## config.mk

```make
export PLATFORM = sky130hd
export DESIGN_NAME = muldiv_unit
export DESIGN_NICKNAME = d
export VERILOG_FILES = /design/src/rtl/muldiv_unit.sv
export SDC_FILE = /design/constraint.sdc
export NUM_CORES = 1
export LEC_CHECK = 0
export ABC_AREA = 0
export CAP_MARGIN = 15
export CORE_AREA = 5 5 221 223
export CTS_CLUSTER_SIZE = 12
export DETAILED_ROUTE_END_ITERATION = 8
export DIE_AREA = 0 0 226 228
export PLACE_DENSITY = 0.52
export REMOVE_ABC_BUFFERS = 1
export SLEW_MARGIN = 20
export SYNTH_ARGS = -nofsm -noshare
export SYNTH_HDL_FRONTEND = slang
export SYNTH_SLANG_ARGS = --single-unit
export TNS_END_PERCENT = 1
```

## constraint.sdc

```tcl
create_clock -name clk -period 14.1 [get_ports clk]
set_input_delay 1.41 -clock clk [delete_from_list [all_inputs] [get_ports clk]]
set_output_delay 1.41 -clock clk [all_outputs]
set_load 0.05 [all_outputs]
```

## src/rtl/muldiv_unit.sv

```systemverilog
// muldiv_unit: iterative RV32M multiply/divide unit.
// One shift-add (multiply) or restoring subtract-shift (divide) step is done per cycle
// on operand magnitudes. The sign is fixed up when the result is registered.
// Division by zero, signed overflow and illegal encodings skip the iteration
// and go straight to DONE.
module muldiv_unit #(
  parameter int WIDTH = 32
) (
  input  logic             clk,
  input  logic             rst_n,
  input  logic             flush,
  input  logic             req_valid,
  output logic             req_ready,
  input  logic [WIDTH-1:0] op1,
  input  logic [WIDTH-1:0] op2,
  input  logic [6:0]       opcode,
  input  logic [2:0]       funct3,
  input  logic [6:0]       funct7,
  output logic             resp_valid,
  input  logic             resp_ready,
  output logic [WIDTH-1:0] result,
  output logic             zero,
  output logic             status,
  output logic             busy
);

  localparam int CW = $clog2(WIDTH);

  typedef enum logic [1:0] {
    S_IDLE,
    S_CALC,
    S_DONE
  } state_t;

  state_t               r_state;
  state_t               w_next;
  logic [CW-1:0]        r_count;
  logic [2*WIDTH-1:0]   r_acc;
  logic [WIDTH-1:0]     r_opnd;
  logic [2:0]           r_funct3;
  logic                 r_negq;
  logic                 r_negr;
  logic [WIDTH-1:0]     r_result;
  logic                 r_zero;
  logic                 r_status;

  logic                 w_illegal;
  logic                 w_isDiv;
  logic                 w_op1Signed;
  logic                 w_op2Signed;
  logic                 w_op1Neg;
  logic                 w_op2Neg;
  logic [WIDTH-1:0]     w_op1Mag;
  logic [WIDTH-1:0]     w_op2Mag;
  logic                 w_divZero;
  logic                 w_overflow;
  logic                 w_shortcut;
  logic [WIDTH-1:0]     w_shortResult;
  logic                 w_lastStep;
  logic [WIDTH:0]       w_mulSum;
  logic [WIDTH:0]       w_divShift;
  logic [WIDTH:0]       w_divDiff;
  logic [2*WIDTH-1:0]   w_stepAcc;
  logic [2*WIDTH-1:0]   w_prodFix;
  logic [WIDTH-1:0]     w_quot;
  logic [WIDTH-1:0]     w_rem;
  logic [WIDTH-1:0]     w_calcResult;

  // Request decode: legality, signedness and magnitudes of the incoming operands.
  // MUL/MULH/MULHSU/DIV/REM treat op1 as signed. Only MULHSU differs for op2.
  assign w_illegal   = (opcode != 7'b0110011) || (funct7 != 7'b0000001);
  assign w_isDiv     = funct3[2];
  assign w_op1Signed = (funct3 != 3'd3) && (funct3 != 3'd5) && (funct3 != 3'd7);
  assign w_op2Signed = w_op1Signed && (funct3 != 3'd2);
  assign w_op1Neg    = w_op1Signed & op1[WIDTH-1];
  assign w_op2Neg    = w_op2Signed & op2[WIDTH-1];
  assign w_op1Mag    = w_op1Neg ? -op1 : op1;
  assign w_op2Mag    = w_op2Neg ? -op2 : op2;
  assign w_divZero   = w_isDiv & (op2 == '0);
  assign w_overflow  = w_isDiv & ~funct3[0] & (op1 == {1'b1, {(WIDTH-1){1'b0}}}) & (&op2);
  assign w_shortcut  = w_illegal | w_divZero | w_overflow;
  assign w_lastStep  = (r_count == CW'(WIDTH-1));

  // Final value for the requests that never enter CALC (funct3[1] selects REM/REMU).
  always_comb begin
    w_shortResult = '0;
    if (w_illegal) begin
      w_shortResult = '0;
    end else if (w_divZero) begin
      w_shortResult = funct3[1] ? op1 : '1;
    end else if (w_overflow) begin
      w_shortResult = funct3[1] ? '0 : op1;
    end
  end

  // One iteration of the datapath. The upper half of r_acc is the partial product or remainder.
  // The lower half is the multiplier being shifted out, or the dividend being shifted into quotient bits.
  always_comb begin
    w_mulSum   = {1'b0, r_acc[2*WIDTH-1:WIDTH]} + (r_acc[0] ? {1'b0, r_opnd} : '0);
    w_divShift = {r_acc[2*WIDTH-1:WIDTH], r_acc[WIDTH-1]};
    w_divDiff  = w_divShift - {1'b0, r_opnd};
    if (r_funct3[2]) begin
      if (!w_divDiff[WIDTH]) begin
        w_stepAcc = {w_divDiff[WIDTH-1:0], r_acc[WIDTH-2:0], 1'b1};
      end else begin
        w_stepAcc = {w_divShift[WIDTH-1:0], r_acc[WIDTH-2:0], 1'b0};
      end
    end else begin
      w_stepAcc = {w_mulSum, r_acc[WIDTH-1:1]};
    end
  end

  // Sign fixup and result selection applied on the final iteration.
  always_comb begin
    w_prodFix = r_negq ? -w_stepAcc : w_stepAcc;
    w_quot    = r_negq ? -w_stepAcc[WIDTH-1:0] : w_stepAcc[WIDTH-1:0];
    w_rem     = r_negr ? -w_stepAcc[2*WIDTH-1:WIDTH] : w_stepAcc[2*WIDTH-1:WIDTH];
    case (r_funct3)
      3'd0:          w_calcResult = w_prodFix[WIDTH-1:0];
      3'd1, 3'd2,
      3'd3:          w_calcResult = w_prodFix[2*WIDTH-1:WIDTH];
      3'd4, 3'd5:    w_calcResult = w_quot;
      default:       w_calcResult = w_rem;
    endcase
  end

  // State register.
  always_ff @(posedge clk or negedge rst_n) begin
    if (!rst_n) begin
      r_state <= S_IDLE;
    end else begin
      r_state <= w_next;
    end
  end

  // Next-state logic. Flush overrides accept and retire.
  always_comb begin
    w_next = r_state;
    case (r_state)
      S_IDLE: if (req_valid) w_next = w_shortcut ? S_DONE : S_CALC;
      S_CALC: if (w_lastStep) w_next = S_DONE;
      S_DONE: if (resp_ready) w_next = S_IDLE;
      default: w_next = S_IDLE;
    endcase
    if (flush) w_next = S_IDLE;
  end

  // Handshake outputs decoded from state; the result fields come from registers.
  always_comb begin
    req_ready  = (r_state == S_IDLE);
    resp_valid = (r_state == S_DONE);
    busy       = (r_state != S_IDLE);
    result     = r_result;
    zero       = r_zero;
    status     = r_status;
  end

  // Datapath registers: latch operands on accept, iterate in CALC, and hold the result otherwise.
  always_ff @(posedge clk or negedge rst_n) begin
    if (!rst_n) begin
      r_count  <= '0;
      r_acc    <= '0;
      r_opnd   <= '0;
      r_funct3 <= '0;
      r_negq   <= 1'b0;
      r_negr   <= 1'b0;
      r_result <= '0;
      r_zero   <= 1'b0;
      r_status <= 1'b0;
    end else if (!flush) begin
      case (r_state)
        S_IDLE: begin
          if (req_valid) begin
            r_funct3 <= funct3;
            r_negq   <= w_op1Neg ^ w_op2Neg;
            r_negr   <= w_op1Neg;
            r_count  <= '0;
            if (w_shortcut) begin
              r_result <= w_shortResult;
              r_zero   <= (w_shortResult == '0);
              r_status <= w_illegal;
            end else if (w_isDiv) begin
              r_acc  <= {{WIDTH{1'b0}}, w_op1Mag};
              r_opnd <= w_op2Mag;
            end else begin
              r_acc  <= {{WIDTH{1'b0}}, w_op2Mag};
              r_opnd <= w_op1Mag;
            end
          end
        end
        S_CALC: begin
          r_acc <= w_stepAcc;
          if (w_lastStep) begin
            r_result <= w_calcResult;
            r_zero   <= (w_calcResult == '0);
            r_status <= 1'b0;
          end else begin
            r_count <= r_count + CW'(1);
          end
        end
        default: ;
      endcase
    end
  end

endmodule

```

==> results.yml, run 1 <==
critical_path:
  worstPathArrival_ns: 8.02
  endpoint_kind: "flip-flop"
  worst-setup-path-type: "flip-flop to flip-flop"
  cp-start-kind: "flip-flop"
  path_max_fanout: 9
  cp_data_required_time_ns: 14.50
synth:
  syn_area_um2: 17500
  synth_enable_flop_cells: 0
  synth_async_sr_flop_share_pct: 100
  syn_area_per_cell_um2: 7.32
  synthTopCellsByArea: "dfrtp_1, o21ai_0, a21oi_1"
  synth.distinct_cells: 109
  yosys_warnings: 0
  seq_area_frac_synth_pct: 20.3
  ys_ff_latch: 142
  ys.flop_type: "dfrtp_1"
  syn_inst: 2397
  yosysMostFrequentCell: "nand2_1"
  synth_top_area_share_pct: 20.3
  synth_common_cells: "nand2_1, nor2_1, o21ai_0"
  yosys.area.top_type: "dfrtp_1"
cells_and_area:
  nets: 2592
  diodes: 0
  finalNonFillerCells: 3053
  drive_gt1_share_pct: 7.32
  utilization_pct: 42.8
  fin_area_um2: 19800
  fillCellCount: 4799
  area.growth.synth_to_final_pct: 13.2
power:
  clock_power_share_pct: 24.7
  power.total_mw: 1.99
  switching_share_pct: 47.8
  p_switching_mw: 0.951
  vdd_drop_max_mv: 0.101
  combPwrFrac_pct: 50.5
  p_leak_nw: 8.06
  power.density_nw_per_um2: 100
  seq_power_share_pct: 24.9
  p_int_mw: 1.04
grt:
  grt_max_degree: 88
  grt_remaining_overflow: 0
  grt_pass1_wl_mm: 117
  grt_pass1_vias: 18249
  grt.total_usage_pct: 29.6
  antenna_found_initial: 2
clock_network:
  cts.path.max_buffers: 2
  cts.sinks: 142
  cts_max_level: 4
  cts_hold_buffers: 0
  insertion_delay_ns: 0.51
  ctsResizeCount: 0
  cts_root_buf: "clkbuf_16"
  cts_tree: "done"
  clk_pin_slew_ns: 0.07
  post-cts-setup-buffers: 0
  cts_buffers: 17
timing:
  whs_ns: 0.478
  finalCriticalPeriod_ns: 7.61
  setup_ws_ns: 6.49
  hold_viol: 0
  worst_slew_pin_slew_ns: 1.16
  relSlewSlack_pct: 21.8
  rsz0062_at_grt: "false"
  clock.fmax_mhz: 131
  fin_skew_ns: 0.0137
  fin_crit_sh_pct: 54.0
  fin_tns_setup_ns: 0
  setup-violations-final: 0
  finalMaxSlewViolations: 0
placement:
  place_inst: 3021
  dp_hpwl_mm: 60.4
  port_buffers: 122
  place_congestion: 0.991
  dp_slack_ns: 6.70
  post_dp_cell_area_um2: 19200
route:
  drt-initial-drc-count: 1973
  drc: 0
  post_drt_wl_per_cell_um: 25.5
  viasPerCell: 6.29
  via_count: 19197
  first_pass_iters: 6
  drt-total-wl_mm: 77.9
  ant_nets: 0
die:
  core_area_um2: 46400
  fp.dieW_um: 226
  die_h_um: 228
  start_util_pct: 37.8
  die-area_um2: 51500
  io_pins: 123
  rows: 79
run_status:
  outcome: "finished, final reports clean"
min_path:
  min_path_type: "flip-flop to flip-flop"
flow_run:
  drv_cap: 0
## registers in the layout (all words and copies together) (netlist names)
name and flops:
r_acc 64, r_opnd 32, result 32, r_count 5, r_funct3 3, r_state 2, r_negq 1, r_negr 1
status 1, zero 1
## critical path, cell delays in order (launching register included)
cell and delay [ns]:
dfrtp_1 0.45, inv_1 0.10, ha_1 0.21, inv_1 0.07, fa_1 0.28, a211oi_2 0.12, o21ai_2 0.33, o2111ai_4 0.22
a2111o_1 0.55, a31oi_1 0.44, nand2b_1 0.23, inv_1 0.10, ha_1 0.18, o211ai_1 0.18, or3_4 0.45, or4_4 0.54
nand2_1 0.13, xor2_1 0.16, o21ai_1 0.07, a211oi_1 0.41, or3b_1 0.38, or4_1 0.52, nor4_1 0.40, nand4_1 0.22
or4b_1 0.56, o31ai_2 0.21
## worst paths after layout
kind / from / depth (start not counted) / to / slack (ns)
max in group asynchronous: rst_n / 2 / r_opnd[8] / 11.71
min in group asynchronous: rst_n / 1 / result[25] / 0.98
max: r_acc[31] / 25 / zero / 6.49
max reg2reg: r_acc[31] / 25 / zero / 6.49
min: result[3] / 1 / result[3] / 0.48
min reg2reg: result[3] / 1 / result[3] / 0.48
## metal layers
metal	vias to the layer above	GRT usage (%)	share of wire, %
li1	8968	-	-
met1	9254	41.8	45
met2	839	45.0	44
met3	136	5.51	7.1
met4	0	10.8	3.8
met5	-	0	0
## cells in the final DEF, fill, tap and decap left out, types with 14 or more instances in the layout
master and count:
o21ai_0 240, clkdlybuf4s50_1 120, o41ai_1 17, and2_1 42, mux2i_1 69, a21o_1 40
or3_1 26, nor3b_1 14, o21ai_1 16, o22ai_1 14, nor4_1 35, nor2b_1 17
a211oi_1 27, o21a_1 20, a31oi_1 24, or4_1 14, nand2_1 250, nand4_1 30
ha_1 71, nand3_1 39, buf_4 43, dfrtp_1 141, inv_1 74, and3_1 14
xnor2_1 72, o31ai_1 23, xor2_1 67, nor2_1 245, a21oi_1 217, mux2_2 26
clkbuf_16 17, o211ai_1 51, nor3_1 52
## power by group through the flow
stage,Combinational (mW),Clock [mW],Sequential [mW]
6_report,1.00,0.492,0.495
5_1_grt,1.07,0.518,0.499
2_1_floorplan,0.584,0,0.510
3_5_place_dp,0.975,0,0.500
3_3_place_gp,0.974,0,0.500
4_1_cts,0.980,0.506,0.493
## logic make-up after synthesis
| logic type | count (synthesis) | share of synthesized area, % |
|---|---|---|
| fa+ha+maj | 73 | 5.29 |
| mux | 98 | 5.80 |
| buf+inv | 222 | 5.21 |
| flops | 142 | 20.3 |
| simple gates | 871 | 24.9 |
| compound gates | 852 | 31.5 |
| xor+xnor | 139 | 6.94 |
## cell type report
type                    instances  area (um2)  area share [%]
multi-input cells            2033       13100            66.1
repair buffers                164        1540            7.74
flip-flops and latches        142        3560            17.9
clock buffers                  17         425            2.14
inverters                      75         282            1.42
well taps                     607         759            3.83
clock inverters                15         173           0.870
No activity file was read; power rests on OpenSTA's default activity.
==> run 2, diff against run 1 <==
Settings changed: PLACE_DENSITY 0.52 to 0.54.
Clock period 14.1 ns to 6.2 ns, I/O delays scaled along.
==> results.yml, run 2 (same netlist as run 1, synthesis figures left out) <==
run_status:
  outcome: "finished, final reports clean"
timing:
  rsz0062_at_grt: "true"
  setup-violations-final: 0
  hold_viol: 0
  relSlewSlack_pct: 35.7
  setup_ws_ns: 0.0106
  fin_crit_sh_pct: 99.8
  whs_ns: 0.117
  fin_tns_setup_ns: 0
  clock.fmax_mhz: 162
  finalCriticalPeriod_ns: 6.19
  finalMaxSlewViolations: 0
  worst_slew_pin_slew_ns: 0.954
  fin_skew_ns: 0.0106
grt:
  grt_remaining_overflow: 0
  grt_pass1_vias: 19320
  grt_pass1_wl_mm: 121
  grt.total_usage_pct: 30.5
  grt_max_degree: 84
  antenna_found_initial: 2
clock_network:
  clk_pin_slew_ns: 0.07
  cts_hold_buffers: 0
  cts_max_level: 4
  cts_buffers: 17
  cts_root_buf: "clkbuf_16"
  cts_tree: "done"
  cts.path.max_buffers: 2
  cts.sinks: 142
  insertion_delay_ns: 0.50
placement:
  port_buffers: 122
  dp_hpwl_mm: 64.2
  dp_slack_ns: -0.311
  place_congestion: 0.958
route:
  viasPerCell: 6.09
  drt-total-wl_mm: 80.2
  ant_nets: 0
  post_drt_wl_per_cell_um: 24.4
  drc: 0
  first_pass_iters: 6
  drt-initial-drc-count: 1610
  via_count: 19994
critical_path:
  crit_slowest_cell: "or4b_4"
  ff2ff_path_depth: 26
  worstPathArrival_ns: 6.61
  cp-start-kind: "flip-flop"
  endpoint_kind: "flip-flop"
  timing.critical_path.slowest_cell_delay_ns: 0.55
  worst_r2r_startpoint: "r_opnd[3]"
  worst-setup-path-type: "flip-flop to flip-flop"
  cp_data_required_time_ns: 6.62
  regToRegSetupSlack_ns: 0.01
  rr_endpoint: "zero"
  path_max_fanout: 5
die:
  fp.dieW_um: 226
  start_util_pct: 37.8
  die-area_um2: 51500
  rows: 79
  die_h_um: 228
  core_area_um2: 46400
  io_pins: 123
cells_and_area:
  final_common_cell: "buf_4"
  diodes: 0
  regMostFlops: "r_acc"
  largest_reg_flops: 64
  area.growth.synth_to_final_pct: 24.4
  layout_common_cells: "buf_4, nand2_1, nor2_1, o21ai_0, a21oi_1"
  nets: 2823
  drive_gt1_share_pct: 16.0
min_path:
  min_path_type: "primary input to asynchronous set/reset pin"
power:
  power.density_nw_per_um2: 226
  vdd_drop_max_mv: 0.209
  p_leak_nw: 9.24
flow_run:
  drv_cap: 0
run 2: where the power goes:
| part | switching [mW] | internal [mW] |
|---|---|---|
| Combinational | 1.62 | 0.980 |
| Sequential | 0.129 | 1.01 |
| Clock | 0.486 | 0.716 |
run 2: cell type report:
type,instances,area (um2)
Tap cell,607,759
Sequential cell,142,3560
Multi-Input combinational cell,2033,13300
Timing Repair Buffer,395,3290
Fill cell,4802,24500
Clock buffer,17,425
Clock inverter,15,231
Inverter,75,282
run 2: worst max path at each step:
stage	endpoint	cells past startpoint	from
after global placement	zero	26	r_acc[31]
after global routing	zero	28	r_acc[31]
after detailed placement	zero	26	r_acc[31]
after floorplan	zero	19	r_funct3[2]
final	zero	26	r_opnd[3]
after CTS	zero	26	r_acc[31]
run 2: timing repair:
item                                    in CTS  in global routing
setup buffers                                9                  8
endpoints found under the setup margin       2                  5
pin swaps                                   20                 19
gates resized for setup                     19                 17
run 2: stage by stage:
| stage | instances | power, mW | util (%) | area (um2) |
|---|---|---|---|---|
| after global routing | 3284 | 5.18 | 47.0 | 21800 |
| after CTS | 3276 | 4.88 | 46.7 | 21700 |
| after detailed placement | 3235 | 3.62 | 45.0 | 20900 |
| after global placement | 3235 | 3.63 | 45.0 | 20900 |
| after floorplan | 2250 | 2.49 | - | 16900 |
| final | 3284 | 4.94 | 47.0 | 21800 |
run 2: worst max-delay path, delay by kind of cell (launching register included):
kind,cells,cell delay [ns]
compound gates,11,2.26
fa+ha+maj,2,0.49
buf+inv,5,0.60
flops,1,0.38
simple gates,8,2.38
run 2: per-layer routing:
layer	global-route usage (%)	vias to the layer above	part of all wire [%]
met5	0	-	0
met4	11.3	0	3.6
met3	4.47	121	6.6
met2	47.6	770	45
met1	42.8	9661	45
li1	-	9442	-
==> run 3, diff against run 2 <==
Settings changed: ABC_AREA 0 to 1, CORE_AREA 5 5 221 223 to 5 5 229 231, DIE_AREA 0 0 226 228 to 0 0 234 236.
==> results.yml, run 3 <==
grt:
  grt_remaining_overflow: 0
  grt_pass1_wl_mm: 142
  grt.total_usage_pct: 34.4
  antenna_found_initial: 0
  grt_max_degree: 88
  grt_pass1_vias: 21797
route:
  first_pass_iters: 8
  ant_nets: 0
  post_drt_wl_per_cell_um: 23.8
  viasPerCell: 5.66
  drt-initial-drc-count: 2515
  drt-total-wl_mm: 97.1
  drc: 0
  via_count: 23058
synth:
  synth_async_sr_flop_share_pct: 100
  synthTopCellsByArea: "nand2_1, dfrtp_1, inv_1"
  yosys.area.top_type: "nand2_1"
  ys_ff_latch: 142
  syn_area_um2: 18900
  synth.distinct_cells: 57
  synth_common_cells: "nand2_1, inv_1, nor2_1"
  yosys_warnings: 0
  syn_area_per_cell_um2: 5.66
  syn_inst: 3335
  synth_top_area_share_pct: 20.4
  yosysMostFrequentCell: "nand2_1"
  synth_enable_flop_cells: 0
  ys.flop_type: "dfrtp_1"
  seq_area_frac_synth_pct: 18.8
cells_and_area:
  drive_gt1_share_pct: 5.96
  nets: 3551
  fillCellCount: 5617
  multi_input_area_um2: 13000
  largest_reg_flops: 64
  diodes: 0
  final_common_cell: "nand2_1"
  layout_common_cells: "nand2_1, inv_1, nor2_1, nand3_1, o21ai_0"
  area.growth.synth_to_final_pct: 12.8
  seq_area_um2: 3560
  regMostFlops: "r_acc"
critical_path:
  path_max_fanout: 33
  timing.critical_path.slowest_cell_delay_ns: 0.47
  crit_slowest_cell: "nand2_4"
  cp_data_required_time_ns: 6.64
  worstPathArrival_ns: 5.96
  endpoint_kind: "flip-flop"
  crit_top_cell: "nand2_1"
  cp-start-kind: "flip-flop"
  ff2ff_path_depth: 34
  worst-setup-path-type: "flip-flop to flip-flop"
clock_network:
  cts.path.max_buffers: 2
  cts_buffers: 17
  insertion_delay_ns: 0.50
  cts_tree: "done"
  post-cts-setup-buffers: 0
  cts_root_buf: "clkbuf_16"
  cts_hold_buffers: 0
  clk_pin_slew_ns: 0.08
  cts_max_level: 4
  ctsResizeCount: 0
  cts.sinks: 142
min_path:
  min_path_type: "primary input to asynchronous set/reset pin"
power:
  power.density_nw_per_um2: 324
  p_leak_nw: 10.9
  vdd_drop_max_mv: 0.236
run_status:
  outcome: "finished, final reports clean"
placement:
  port_buffers: 122
  dp_hpwl_mm: 80.6
  place_congestion: 0.999
timing:
  fin_crit_sh_pct: 89.1
  finalCriticalPeriod_ns: 5.53
  fin_tns_setup_ns: 0
  relSlewSlack_pct: 32.5
  finalMaxSlewViolations: 0
  setup-violations-final: 0
  whs_ns: 0.174
  rsz0062_at_grt: "false"
  worst_slew_pin_slew_ns: 1.00
  clock.fmax_mhz: 181
  hold_viol: 0
  fin_skew_ns: 0.0178
die:
  die_h_um: 236
  rows: 82
  start_util_pct: 37.8
  fp.dieW_um: 234
  core_area_um2: 49900
  die-area_um2: 55200
  io_pins: 123
flow_run:
  drv_cap: 0
run 3: changes by cell type in the layout (fill, tap and decap cells not counted), sizes merged, moves of 23 or more:
cell	change
a211oi	-23
a21o	-37
a21oi	-46
and2	-39
buf	-238
inv	+389
mux2	-29
mux2i	-68
nand2	+831
nand3	+259
nor2	+126
o211ai	-26
or3	-28
xnor2	-51
run 3: layout make-up:
type | instances | share of cell area (%)
clock buffer | 17 | 2.00
clock inverter | 15 | 0.870
inverter | 463 | 8.17
multi-input combinational | 2611 | 61.3
sequential | 142 | 16.7
tap | 672 | 3.95
timing repair buffer | 157 | 6.96
run 3: stage by stage:
step           std cells  utilization [%]  area (um2)  setup WS, ns  total power, mW
2_1_floorplan       3216                -       18300         0.523             3.94
3_3_place_gp        4045             41.4       20700         0.907             5.67
3_5_place_dp        4045             41.4       20700         0.879             5.66
4_1_cts             4077             42.7       21300         0.853             6.79
5_1_grt             4077             42.7       21300         0.396             7.32
6_report            4077             42.7       21300         0.674             6.90
run 3: layer usage:
metal / track usage (%) / up-vias / share of wire, %
li1: - / 10894 / -
met1: 44.9 / 10856 / 42
met2: 54.1 / 1096 / 44
met3: 7.30 / 212 / 7.8
met4: 16.4 / 0 / 5.9
met5: 0 / - / 0
run 3: worst max-delay path: cells and delay by family, from the launching register on:
family | cells | cell delay, ns
DFF | 1 | 0.36
adders and majority gates | 3 | 0.97
AOI/OAI and AO/OA | 2 | 0.25
buffers and inverters | 4 | 0.60
and+or+nand+nor | 25 | 3.27
run 3: path summary, 6_finish.rpt:
check	from	end	slack [ns]
max	r_acc[31]	zero	0.67
min	rst_n	result[11]	0.17
max reg2reg	r_acc[31]	zero	0.67
min reg2reg	r_count[4]	r_count[4]	0.49
max in group asynchronous	rst_n	r_funct3[2]	4.45
min in group clk	r_count[4]	r_count[4]	0.49
run 3: cell families (layout without fill, tap and decap cells):
logic type | count (synthesis) | in the layout | synth area share (%)
simple gates | 1907 | 1907 | 43.9
compound gates | 553 | 553 | 16.5
fa+ha+maj | 73 | 73 | 4.92
mux | 1 | 1 | 0.0531
xor+xnor | 77 | 77 | 3.57
flops | 142 | 142 | 18.8
buf+inv | 582 | 652 | 12.2
run 3: report_power, final:
group	leakage [nW]	switching, mW	internal (mW)
clock	0.293	0.566	0.546
sequential	1.80	0.150	1.05
combinational	8.79	3.39	1.19
total	10.9	4.11	2.79
